### config.mk
export PLATFORM = sky130hd
export DESIGN_NAME = cru_enable_unit
export DESIGN_NICKNAME = d
export VERILOG_FILES = /design/src/rtl/cru_pkg.sv /design/src/rtl/cru_enable_unit_div_stage.sv /design/src/rtl/cru_enable_unit.sv
export SDC_FILE = /design/constraint.sdc
export NUM_CORES = 1
export LEC_CHECK = 0
export BUFFER_PORTS_ARGS = -buffer_cell sky130_fd_sc_hd__buf_2
export CAP_MARGIN = 10
export CORE_MARGIN = 2
export CORE_UTILIZATION = 40
export DETAILED_ROUTE_END_ITERATION = 6
export PLACE_DENSITY_LB_ADDON = 0.25
export RECOVER_POWER = 100
export SLEW_MARGIN = 30
export SYNTH_ARGS = -nofsm -noshare
export SYNTH_HDL_FRONTEND = slang
export SYNTH_SLANG_ARGS = --single-unit
### constraint.sdc
create_clock -name clk_s -period 1.7 [get_ports clk_s]
set_clock_uncertainty 0.05 [all_clocks]
set_input_delay 0.255 -clock clk_s [delete_from_list [all_inputs] [get_ports clk_s]]
set_output_delay 0.255 -clock clk_s [all_outputs]
set_load 0.02 [all_outputs]
### src/rtl/cru_pkg.sv
// Shared types and elaboration-time helpers for the clock-enable/reset unit.
package cru_pkg;

    localparam int MAX_STAGES = 8;

    typedef int unsigned ratio_t;
    typedef ratio_t ratio_arr_t [MAX_STAGES];

    // Cumulative period of stage i (product of ratios 0..i), clamped at 2^32.
    function automatic longint unsigned stage_period(input ratio_arr_t r, input int i);
        longint unsigned p;
        p = 64'd1;
        for (int k = 0; k < MAX_STAGES; k++) begin
            if (k <= i) begin
                p = p * 64'(r[k]);
                if (p > 64'h1_0000_0000) begin
                    p = 64'h1_0000_0000;
                end
            end
        end
        return p;
    endfunction

    function automatic int cnt_width(input ratio_arr_t r, input int n);
        int unsigned mx;
        mx = 32'd1;
        for (int k = 0; k < MAX_STAGES; k++) begin
            if (k < n && r[k] > mx) begin
                mx = r[k];
            end
        end
        return (mx > 32'd1) ? $clog2(mx) : 1;
    endfunction

    function automatic bit cfg_ok(input ratio_arr_t r, input int n, input int unsigned hold);
        if (n < 1 || n > MAX_STAGES) begin
            return 1'b0;
        end
        for (int k = 0; k < MAX_STAGES; k++) begin
            if (k < n && r[k] < 32'd1) begin
                return 1'b0;
            end
        end
        if (stage_period(r, n - 1) > 64'h8000_0000) begin
            return 1'b0;
        end
        return (hold >= 32'd1);
    endfunction

endpackage

### src/rtl/cru_enable_unit_div_stage.sv
// One divider stage: phase counter, registered enable, reset-release hold
// counter and (when CRU_CLKOUT_EN is defined) a divided square-wave clock.
module cru_div_stage
    import cru_pkg::*;
#(
    parameter ratio_t      RATIO    = 2,
    parameter int          CW       = 1,
    parameter int unsigned RST_HOLD = 1
) (
    input  logic clk_s,
    input  logic reset_n,
    input  logic sync,
    input  logic in_en,
    output logic tc,
    output logic en,
    output logic clk_div,
    output logic reset_n_out,
    output logic reset_n_out_nxt
);

    localparam int HW = $clog2(RST_HOLD + 1);
    localparam logic [CW-1:0] CNT_LAST = CW'(RATIO - 1);
    localparam logic [HW-1:0] HC_LAST  = HW'(RST_HOLD - 1);

    logic [CW-1:0] cnt_d, cnt_q;
    logic [HW-1:0] hc_d, hc_q;
    logic          en_d, en_q;
    logic          rst_d, rst_q;

    // Next-state for phase counter, enable and reset-release sequencing.
    always_comb begin
        tc    = in_en && (cnt_q == CNT_LAST);
        cnt_d = cnt_q;
        hc_d  = hc_q;
        en_d  = 1'b0;
        rst_d = rst_q;
        if (!reset_n) begin
            cnt_d = '0;
            hc_d  = '0;
            rst_d = 1'b0;
        end else if (sync) begin
            cnt_d = '0;
        end else begin
            if (in_en) begin
                cnt_d = tc ? '0 : cnt_q + CW'(1);
            end else begin
                cnt_d = cnt_q;
            end
            en_d = tc;
            // Hold counter freezes once the domain has been released.
            if (tc && !rst_q) begin
                hc_d  = hc_q + HW'(1);
                rst_d = (hc_q == HC_LAST);
            end else begin
                hc_d  = hc_q;
            end
        end
    end

    // Stage state registers.
    always_ff @(posedge clk_s) begin
        cnt_q <= cnt_d;
        hc_q  <= hc_d;
        en_q  <= en_d;
        rst_q <= rst_d;
    end

    assign en              = en_q;
    assign reset_n_out     = rst_q;
    assign reset_n_out_nxt = rst_d;

`ifdef CRU_CLKOUT_EN
    localparam ratio_t        HALF     = (RATIO + 32'd1) / 32'd2;
    localparam logic [CW-1:0] CNT_HALF = CW'(HALF - 1);

    logic clk_div_d, clk_div_q;

    // Square wave: set with the enable, cleared at mid-period; set wins.
    always_comb begin
        clk_div_d = clk_div_q;
        if (!reset_n || sync) begin
            clk_div_d = 1'b0;
        end else if (tc) begin
            clk_div_d = 1'b1;
        end else if (in_en && (cnt_q == CNT_HALF)) begin
            clk_div_d = 1'b0;
        end else begin
            clk_div_d = clk_div_q;
        end
    end

    // Divided clock register.
    always_ff @(posedge clk_s) begin
        clk_div_q <= clk_div_d;
    end

    assign clk_div = clk_div_q;
`else
    assign clk_div = 1'b0;
`endif

endmodule

### src/rtl/cru_enable_unit.sv
// Cascaded clock-enable and sequenced reset unit; divided clock outputs are
// generated only when CRU_CLKOUT_EN is defined, otherwise tied low.
module cru_enable_unit
    import cru_pkg::*;
#(
    parameter int          NSTAGES  = 2,
    parameter ratio_arr_t  RATIO    = '{250, 30, 1, 1, 1, 1, 1, 1},
    parameter int unsigned RST_HOLD = 4
) (
    input  logic               clk_s,
    input  logic               reset_n,
    input  logic               sync,
    output logic [NSTAGES-1:0] en,
    output logic [NSTAGES-1:0] clk_div,
    output logic [NSTAGES-1:0] reset_n_out,
    output logic               locked
);

    localparam int CW = cnt_width(RATIO, NSTAGES);

    if (!cfg_ok(RATIO, NSTAGES, RST_HOLD)) begin : g_cfg_err
        $fatal(1, "cru_enable_unit: illegal NSTAGES/RATIO/RST_HOLD configuration");
    end

    logic [NSTAGES:0]   chain_s;
    logic [NSTAGES-1:0] rst_nxt_s;
    logic               unused_tc_s;
    logic               locked_d, locked_q;

    assign chain_s[0]  = 1'b1;
    assign unused_tc_s = chain_s[NSTAGES];

    for (genvar g = 0; g < NSTAGES; g++) begin : g_stage
        cru_div_stage #(
            .RATIO    (RATIO[g]),
            .CW       (CW),
            .RST_HOLD (RST_HOLD)
        ) u_stage (
            .clk_s           (clk_s),
            .reset_n         (reset_n),
            .sync            (sync),
            .in_en           (chain_s[g]),
            .tc              (chain_s[g+1]),
            .en              (en[g]),
            .clk_div         (clk_div[g]),
            .reset_n_out     (reset_n_out[g]),
            .reset_n_out_nxt (rst_nxt_s[g])
        );
    end

    // Lock tracks the next-state resets so it rises on the same edge.
    always_comb begin
        locked_d = reset_n && (&rst_nxt_s);
    end

    // Lock register.
    always_ff @(posedge clk_s) begin
        locked_q <= locked_d;
    end

    assign locked = locked_q;

endmodule

==> results of run 1 <==
[power by group through the flow]
stage	registers [uW]	clock network, uW	logic, uW
finish	638	276	33.8
CTS	638	290	32.5
floorplan	651	0	23.9
global route	639	312	37.3
global placement	651	0	30.8
detailed placement	651	0	31.5
[cell families after synthesis]
kind of cell	count (synthesis)	synth area share [%]
and+or+nand+nor	62	28.4
DFF	27	42.0
xor gates and xnor gates	13	8.84
buffers and inverters	13	5.54
AOI/OAI and AO/OA	10	4.86
adders and majority gates	8	7.77
muxes	3	2.33
other	1	0.291
[cell usage after synthesis (2+ instances only)]
cell | n | share of area [%]
a21oi_1 | 4 | 1.6
a31oi_1 | 2 | 0.97
and2_1 | 2 | 0.97
and3_1 | 3 | 1.5
buf_4 | 6 | 3.5
dfxtp_1 | 27 | 42
ha_1 | 8 | 7.8
inv_1 | 6 | 1.7
mux2i_1 | 3 | 2.3
nand2_1 | 10 | 2.9
nand3_1 | 5 | 1.9
nand4_1 | 3 | 1.5
nor2_1 | 18 | 5.2
nor2b_1 | 4 | 1.9
nor3_1 | 3 | 1.2
nor4_1 | 4 | 1.9
o211a_1 | 2 | 1.6
xnor2_1 | 9 | 6.1
xor2_1 | 4 | 2.7
[sequential cells by signal, summed over array words and instances (netlist names)]
| name | flops |
|---|---|
| g_stage.u_stage.cnt_q | 16 |
| g_stage.u_stage.en | 2 |
| g_stage.u_stage.hc_q | 6 |
| g_stage.u_stage.reset_n_out | 2 |
| locked | 1 |
[layer usage]
| metal | global-route usage [%] | vias up | wire length, um |
|---|---|---|---|
| met1 | 17.2 | 454 | 1110 |
| met5 | 0 | - | 0 |
| met3 | 4.48 | 4 | 84 |
| li1 | - | 492 | - |
| met2 | 21.2 | 18 | 1190 |
| met4 | 4.66 | 0 | 23 |
[per-stage QoR]
stage	setup WS [ns]	setup TNS, ns	hold slack (ns)	instance area (um^2)	util (%)
3_3_place_gp	0.0413	0	0.394	1360	44.6
5_1_grt	0.00435	0	0.184	1480	48.4
6_report	0.0836	0	0.192	1480	48.4
2_1_floorplan	0.200	0	0.360	1290	-
3_5_place_dp	-0.00326	-0.00326	0.407	1360	44.6
4_1_cts	0.00151	0	0.192	1430	47.0
[critical path, cell delays in order, from the launching register on]
cell and delay [ns]:
dfxtp_2 0.35, inv_1 0.08, ha_4 0.15, nand4b_4 0.16
buf_4 0.20, buf_4 0.13, nor3_1 0.20, xnor2_1 0.15
nor2_1 0.06
[worst max-delay path by stage]
stage,startpoint,end,slack [ns],depth (start not counted)
after floorplan,g_stage[1].u_stage.cnt_q[0],g_stage[1].u_stage.hc_q[0],0.20,5
after global placement,g_stage[1].u_stage.cnt_q[1],g_stage[1].u_stage.hc_q[0],0.04,6
after detailed placement,g_stage[1].u_stage.cnt_q[1],g_stage[1].u_stage.hc_q[1],-0.003,6
after CTS,g_stage[0].u_stage.cnt_q[1],g_stage[1].u_stage.hc_q[1],0.002,6
after global routing,g_stage[0].u_stage.cnt_q[1],g_stage[1].u_stage.cnt_q[2],0.004,8
final,g_stage[0].u_stage.cnt_q[1],g_stage[1].u_stage.cnt_q[2],0.08,8
[layout make-up]
type	count	area (um^2)	share of cell area, %
Inverter	6	22.5	1.52
Clock buffer	4	26.3	1.78
Sequential cell	27	546	36.9
Timing Repair Buffer	17	103	6.94
Tap cell	44	55.1	3.73
Multi-Input combinational cell	98	726	49.1
[layout by cell type, fill, tap and decap left out, types with 2 or more instances in the layout]
cell type / n
ha_4: 2
xor2_1: 4
a21oi_1: 4
conb_1: 2
a31oi_1: 2
o21ai_0: 2
inv_1: 5
nor4_1: 3
dfxtp_1: 23
buf_4: 8
dfxtp_2: 4
nor2_1: 18
clkbuf_4: 4
clkbuf_1: 5
mux2i_1: 3
nand4_1: 3
nor3_1: 3
ha_1: 6
and2_1: 2
nor2b_1: 4
buf_2: 3
nand2_1: 10
xnor2_1: 9
o211a_1: 2
and3_1: 3
nand3_1: 5
[repair_timing]
action / 4_1_cts / 5_1_grt
cloned: 0 / 0
pin swaps: 2 / 3
endpoints found under the setup margin: 3 / 5
gates resized for setup: 7 / 7
setup buffers: 3 / 3
hold buffers: 0 / 0
==> impl_metrics.tcl, run 1 <==
set metrics [dict create \
    outcome "finished, final reports clean" \
    grt_pass1_vias 822 \
    nNetsFinal 164 \
    worst_ep_arrival_time_ns 1.80 \
    end_kind "flop" \
    pin_count 10 \
    finalPower_uw 948 \
    slew_violations 0 \
    drc 0 \
    cp_max_fo 6 \
    cts_inserted_buffers 3 \
    num_vias 968 \
    drv_cap 0 \
    syn_inst 137 \
    r2r_start "g_stage[0].u_stage.cnt_q[1]" \
    pwr-share-seq_pct 67.3 \
    core_mm2 0.00305 \
    clockBufferDepth 2 \
    diodes 0 \
    syn_to_final_growth_pct 14.8 \
    drive_gt1_share_pct 19.7 \
    wl_um 2410 \
    start_util_pct 42.2 \
    powerDensity_mw_per_mm2 641 \
    vias_per_cell 4.94 \
    hpwl_um 1620 \
    setup_viol 0 \
    io_buffer_count 7 \
    synth_cell_types 33 \
    die_area_mm2 0.00369 \
    antenna_found_initial 0 \
    p_sw_share_pct 22.1 \
    synth_seq_cells 27 \
    grt_max_degree 15 \
    criticalPathCategory "flop to flop" \
    stdcell_count 196 \
    seq_area_frac_synth_pct 42.0 \
    hp-start "reset_n" \
    first_iter_violations 21 \
    grt_pass1_wl_um 3640 \
    cts_sinks 27 \
    die-width_um 60.7 \
    p_sw_uw 210 \
    required_ns 1.88 \
    synth_warnings 0 \
    p_int_uw 738 \
    critPathLaunchType "flop" \
    avgSynthCellArea_um2 9.40 \
    cts_tree "built" \
    track_usage_pct 13.4 \
    rsz0062_at_grt "false" \
    die_height_um 60.7 \
    timing.rr.end "g_stage[1].u_stage.cnt_q[2]" \
    power_frac_clock_pct 29.1 \
    whs_endpoint "g_stage[1].u_stage.hc_q[2]" \
    final-hold-violation-count 0 \
    wl_per_cell_um 12.3 \
    root_buffer "clkbuf_4" \
    clk_transition_reported_paths_ns 0.14 \
    synth-edff-count 0 \
    fin_crit_sh_pct 95.1 \
    max_freq_mhz 619 \
    overflow 0 \
    p_comb_share_pct 3.6 \
    drtPass1Iterations 4 \
    nFillCells 322 \
    dp.cells 186 \
    insertion_delay_ns 0.33 \
    ff2ff_path_depth 8 \
    synth_ff_type "dfxtp_1" \
    gp_congestion 0.751 \
    hold_class "input pin to flop" \
    rrSetupSlack_ns 0.08 \
    p_leak_uw 0.000570 \
    cts_max_level 1 \
    period_needed_ns 1.62 \
    antenna_left 0 \
    max-vdd-ir-drop_v 0.000421 \
    syn_area_mm2 0.00129 \
    worstHoldPathCells 2 \
    synthArstFlopShare_pct 0 \
    rows 20 \
]
Power figures use the tool's default switching activity.
==> inputs of run 2 (changes only) <==
--- a/config.mk
+++ b/config.mk
@@ -9,9 +9,10 @@
 export CAP_MARGIN = 10
 export CORE_MARGIN = 2
 export CORE_UTILIZATION = 40
+export CTS_BUF_LIST = sky130_fd_sc_hd__clkbuf_4 sky130_fd_sc_hd__clkbuf_8 sky130_fd_sc_hd__clkbuf_16
 export DETAILED_ROUTE_END_ITERATION = 6
 export PLACE_DENSITY_LB_ADDON = 0.25
-export RECOVER_POWER = 100
+export RECOVER_POWER = 50
 export SLEW_MARGIN = 30
 export SYNTH_ARGS = -nofsm -noshare
 export SYNTH_HDL_FRONTEND = slang
==> impl_metrics.tcl, run 2 (synthesized netlist as in run 1, its figures left out) <==
set metrics [dict create \
    outcome "finished, final reports clean" \
    drv_cap 0 \
    p_leak_uw 0.000566 \
    die_area_mm2 0.00369 \
    antenna_found_initial 0 \
    hpwl_um 1620 \
    largestRegisters "g_stage.u_stage.cnt_q x16, g_stage.u_stage.hc_q x6" \
    grt_pass1_wl_um 3580 \
    start_util_pct 42.2 \
    num_vias 937 \
    cts_tree "built" \
    final_cell_mix "24 x dfxtp_1, 18 x nor2_1, 10 x nand2_1, 9 x xnor2_1, 9 x buf_4" \
    core_mm2 0.00305 \
    antenna_left 0 \
    powerDensity_mw_per_mm2 651 \
    worst_ep_arrival_time_ns 1.84 \
    hold_ws_ns 0.198 \
    criticalPathCategory "flop to flop" \
    first_iter_violations 28 \
    cts_inserted_buffers 3 \
    syn_to_final_growth_pct 14.1 \
    final-hold-violation-count 0 \
    diodes 0 \
    wl_per_cell_um 11.4 \
    nFillCells 319 \
    top_register "g_stage.u_stage.cnt_q" \
    clk_transition_reported_paths_ns 0.13 \
    vias_per_cell 4.78 \
    ctsHoldBuffers 0 \
    period_needed_ns 1.62 \
    hold_class "input pin to flop" \
    setup_viol 0 \
    slew_violations 0 \
    overflow 0 \
    fin_crit_sh_pct 95.6 \
    critPathLaunchType "flop" \
    end_kind "flop" \
    wl_um 2240 \
    insertion_delay_ns 0.32 \
    max-vdd-ir-drop_v 0.000430 \
    grt_max_degree 15 \
    drtPass1Iterations 4 \
    die-width_um 60.7 \
    finalSetupTns_ns 0 \
    grt_pass1_vias 817 \
    finalPower_uw 956 \
    pin_count 10 \
    die_height_um 60.7 \
    io_buffer_count 7 \
    largest_register_ffs 16 \
    track_usage_pct 13.1 \
    final_common_cell "dfxtp_1" \
    root_buffer "clkbuf_4" \
    cts_max_level 1 \
    rows 20 \
    max_freq_mhz 615 \
    clockBufferDepth 2 \
    cp_max_fo 3 \
    required_ns 1.91 \
    gp_congestion 0.751 \
    cts_sinks 27 \
    drc 0 \
    nNetsFinal 164 \
    drive_gt1_share_pct 19.1 \
]
run 2: cell types whose count changed in the layout (fill, tap and decap cells not counted):
cell / change
ha_2: +1
buf_2: -1
dfxtp_1: +1
buf_4: +1
o21ai_0: -1
dfxtp_2: -1
ha_4: -1
o21ai_1: +1
run 2: final cells by class:
class | instances | area [um^2] | share of cell area (%)
Multi-Input combinational cell | 98 | 716 | 48.7
Sequential cell | 27 | 544 | 37.1
Timing Repair Buffer | 17 | 101 | 6.90
Tap cell | 44 | 55.1 | 3.75
Clock buffer | 4 | 30.0 | 2.04
Inverter | 6 | 22.5 | 1.53
run 2: layer usage:
layer	wire length [um]	GRT usage [%]	share of wire, %
met1	1060	17.3	47
met2	1090	20.1	49
met3	72	4.48	3.2
met4	21	4.66	0.94
met5	0	0	0
run 2: timing repair:
item,in CTS,in global routing
setup endpoints to repair,2,8
pin swaps,2,3
gates resized for setup,5,5
hold endpoints to repair,0,0
setup buffers,3,3
run 2: worst paths after layout:
| kind | start | to | slack (ns) | cells past startpoint |
|---|---|---|---|---|
| max | g_stage[1].u_stage.cnt_q[0] | g_stage[1].u_stage.hc_q[1] | 0.08 | 5 |
| min | reset_n | g_stage[1].u_stage.hc_q[2] | 0.20 | 2 |
| max reg2reg | g_stage[1].u_stage.cnt_q[0] | g_stage[1].u_stage.hc_q[1] | 0.08 | 5 |
| min reg2reg | g_stage[0].u_stage.cnt_q[0] | g_stage[0].u_stage.cnt_q[0] | 0.39 | 1 |
run 2: through the flow:
stage               worst slack (ns)  std cells  utilization (%)  instance area (um^2)
finish                        0.0753        196             48.1                  1470
floorplan                      0.200        138                -                  1290
detailed placement          -0.00326        186             44.6                  1360
CTS                          0.00396        193             47.0                  1440
global placement              0.0413        186             44.6                  1360
global route                -0.00251        196             48.1                  1470
run 2: power breakdown:
group          internal (uW)  switching [uW]  leakage [uW]
registers                635            2.00      0.000219
clock network            108             179     0.0000184
logic                   9.89            22.5      0.000329
total                    753             203      0.000566
run 2: critical path, cell delays in order (launching register included):
cell     delay, ns
dfxtp_1       0.42
ha_4          0.14
nor4b_4       0.25
nand4_1       0.25
nor3_4        0.25
mux2i_1       0.21
==> inputs of run 3 (changes only) <==
--- a/config.mk
+++ b/config.mk
@@ -7,7 +7,6 @@
 export LEC_CHECK = 0
 export BUFFER_PORTS_ARGS = -buffer_cell sky130_fd_sc_hd__buf_2
 export CAP_MARGIN = 10
-export CORE_MARGIN = 2
 export CORE_UTILIZATION = 40
 export CTS_BUF_LIST = sky130_fd_sc_hd__clkbuf_4 sky130_fd_sc_hd__clkbuf_8 sky130_fd_sc_hd__clkbuf_16
 export DETAILED_ROUTE_END_ITERATION = 6
==> impl_metrics.tcl, run 3 (synthesized netlist as in run 1, its figures left out) <==
set metrics [dict create \
    outcome "finished, final reports clean" \
    critical_path.max_stage_delay_ns 0.37 \
    die_height_um 58.7 \
    hpwl_um 1630 \
    grt_max_degree 17 \
    drive_gt1_share_pct 17.8 \
    slew_violations 0 \
    clk_transition_reported_paths_ns 0.15 \
    max-vdd-ir-drop_v 0.000609 \
    vias_per_cell 4.88 \
    ctsHoldBuffers 0 \
    top_register "g_stage.u_stage.cnt_q" \
    p_comb_share_pct 3.5 \
    start_util_pct 42.2 \
    gp_congestion 0.804 \
    track_usage_pct 14.4 \
    max_freq_mhz 625 \
    powerDensity_mw_per_mm2 651 \
    pre_cts_ws_ns 0.0222 \
    antenna_found_initial 0 \
    required_ns 1.90 \
    diodes 0 \
    root_buffer "clkbuf_4" \
    criticalPathCategory "flop to flop" \
    final-hold-violation-count 0 \
    slowest_stage "dfxtp_2" \
    overflow 0 \
    hold_class "input pin to flop" \
    core_mm2 0.00305 \
    setup_viol 0 \
    postPlaceCellArea_mm2 0.00136 \
    p_sw_share_pct 22.9 \
    die_area_mm2 0.00345 \
    stdcell_area_mm2 0.00147 \
    pin_count 10 \
    cts_tree "built" \
    hold_ws_ns 0.198 \
    p_int_uw 735 \
    p_sw_uw 219 \
    drc 0 \
    clockBufferDepth 2 \
    cp_max_fo 5 \
    pwr-share-seq_pct 66.8 \
    first_iter_violations 21 \
    num_vias 957 \
    wl_per_cell_um 11.8 \
    drv_cap 0 \
    finalSetupTns_ns 0 \
    grt_pass1_wl_um 3810 \
    worst_ep_arrival_time_ns 1.80 \
    nNetsFinal 164 \
    critPathLaunchType "flop" \
    final_common_cell "dfxtp_1" \
    largestRegisters "g_stage.u_stage.cnt_q x16, g_stage.u_stage.hc_q x6" \
    cts_inserted_buffers 3 \
    antenna_left 0 \
    critical-path-top-delay-family "simple AND/OR/NAND/NOR gates" \
    crit_buf_inv 2 \
    rrSetupSlack_ns 0.10 \
    finish.utilization_pct 48.0 \
    crit_chain "inv_1 -> ha_1 -> nor4b_4 -> buf_4 -> and4_1 -> a31oi_1 -> nor3b_1" \
    p_leak_uw 0.000562 \
    fin_crit_sh_pct 94.1 \
    grt_pass1_vias 856 \
    largest_register_ffs 16 \
    die-width_um 58.7 \
    end_kind "flop" \
    wl_um 2310 \
    cts_sinks 27 \
    insertion_delay_ns 0.33 \
    io_buffer_count 7 \
    syn_to_final_growth_pct 13.8 \
    drtPass1Iterations 6 \
    cts_max_level 1 \
    period_needed_ns 1.60 \
    power_frac_clock_pct 29.6 \
    final_cell_mix "25 x dfxtp_1, 18 x nor2_1, 10 x nand2_1, 9 x xnor2_1, 7 x ha_1" \
    rows 20 \
    setup_ws_ns 0.101 \
]
[run 3: cell type report]
type	count	area (um^2)
inverter	6	22.5
multi-input combinational	98	713
sequential	27	546
clock inverter	1	7.51
clock buffer	3	22.5
timing repair buffer	17	98.8
tap	44	55.1
fill	297	1590
[run 3: layer usage]
| metal | track usage (%) | vias to the layer above | part of all wire, % |
|---|---|---|---|
| met3 | 4.62 | 2 | 1.8 |
| li1 | - | 496 | - |
| met4 | 2.04 | 0 | 0.61 |
| met1 | 20.1 | 452 | 51 |
| met5 | 0 | - | 0 |
| met2 | 22.2 | 7 | 46 |
[run 3: worst paths after layout]
check / depth (start not counted) / to / start
setup / recovery: 7 / locked / g_stage[1].u_stage.cnt_q[1]
hold / removal: 2 / g_stage[0].u_stage.hc_q[2] / reset_n
setup reg to reg: 7 / locked / g_stage[1].u_stage.cnt_q[1]
hold reg to reg: 1 / g_stage[0].u_stage.cnt_q[0] / g_stage[0].u_stage.cnt_q[0]
[run 3: stage by stage]
stage                     cells  total power (uW)
final                       196               954
after CTS                   193               965
after floorplan             138               674
after global routing        196               987
after global placement      186               682
after detailed placement    186               683
[run 3: timing repair]
item,CTS,global route
pin swaps,2,2
endpoints found under the setup margin,2,13
resized for setup,4,6
setup buffers,3,3
[run 3: power groups by stage]
stage / Combinational [uW] / Clock, uW / Sequential [uW]
6_report: 33.7 / 283 / 638
5_1_grt: 38.2 / 311 / 638
4_1_cts: 33.2 / 294 / 638
3_5_place_dp: 31.9 / 0 / 651
3_3_place_gp: 30.9 / 0 / 651
2_1_floorplan: 23.9 / 0 / 651
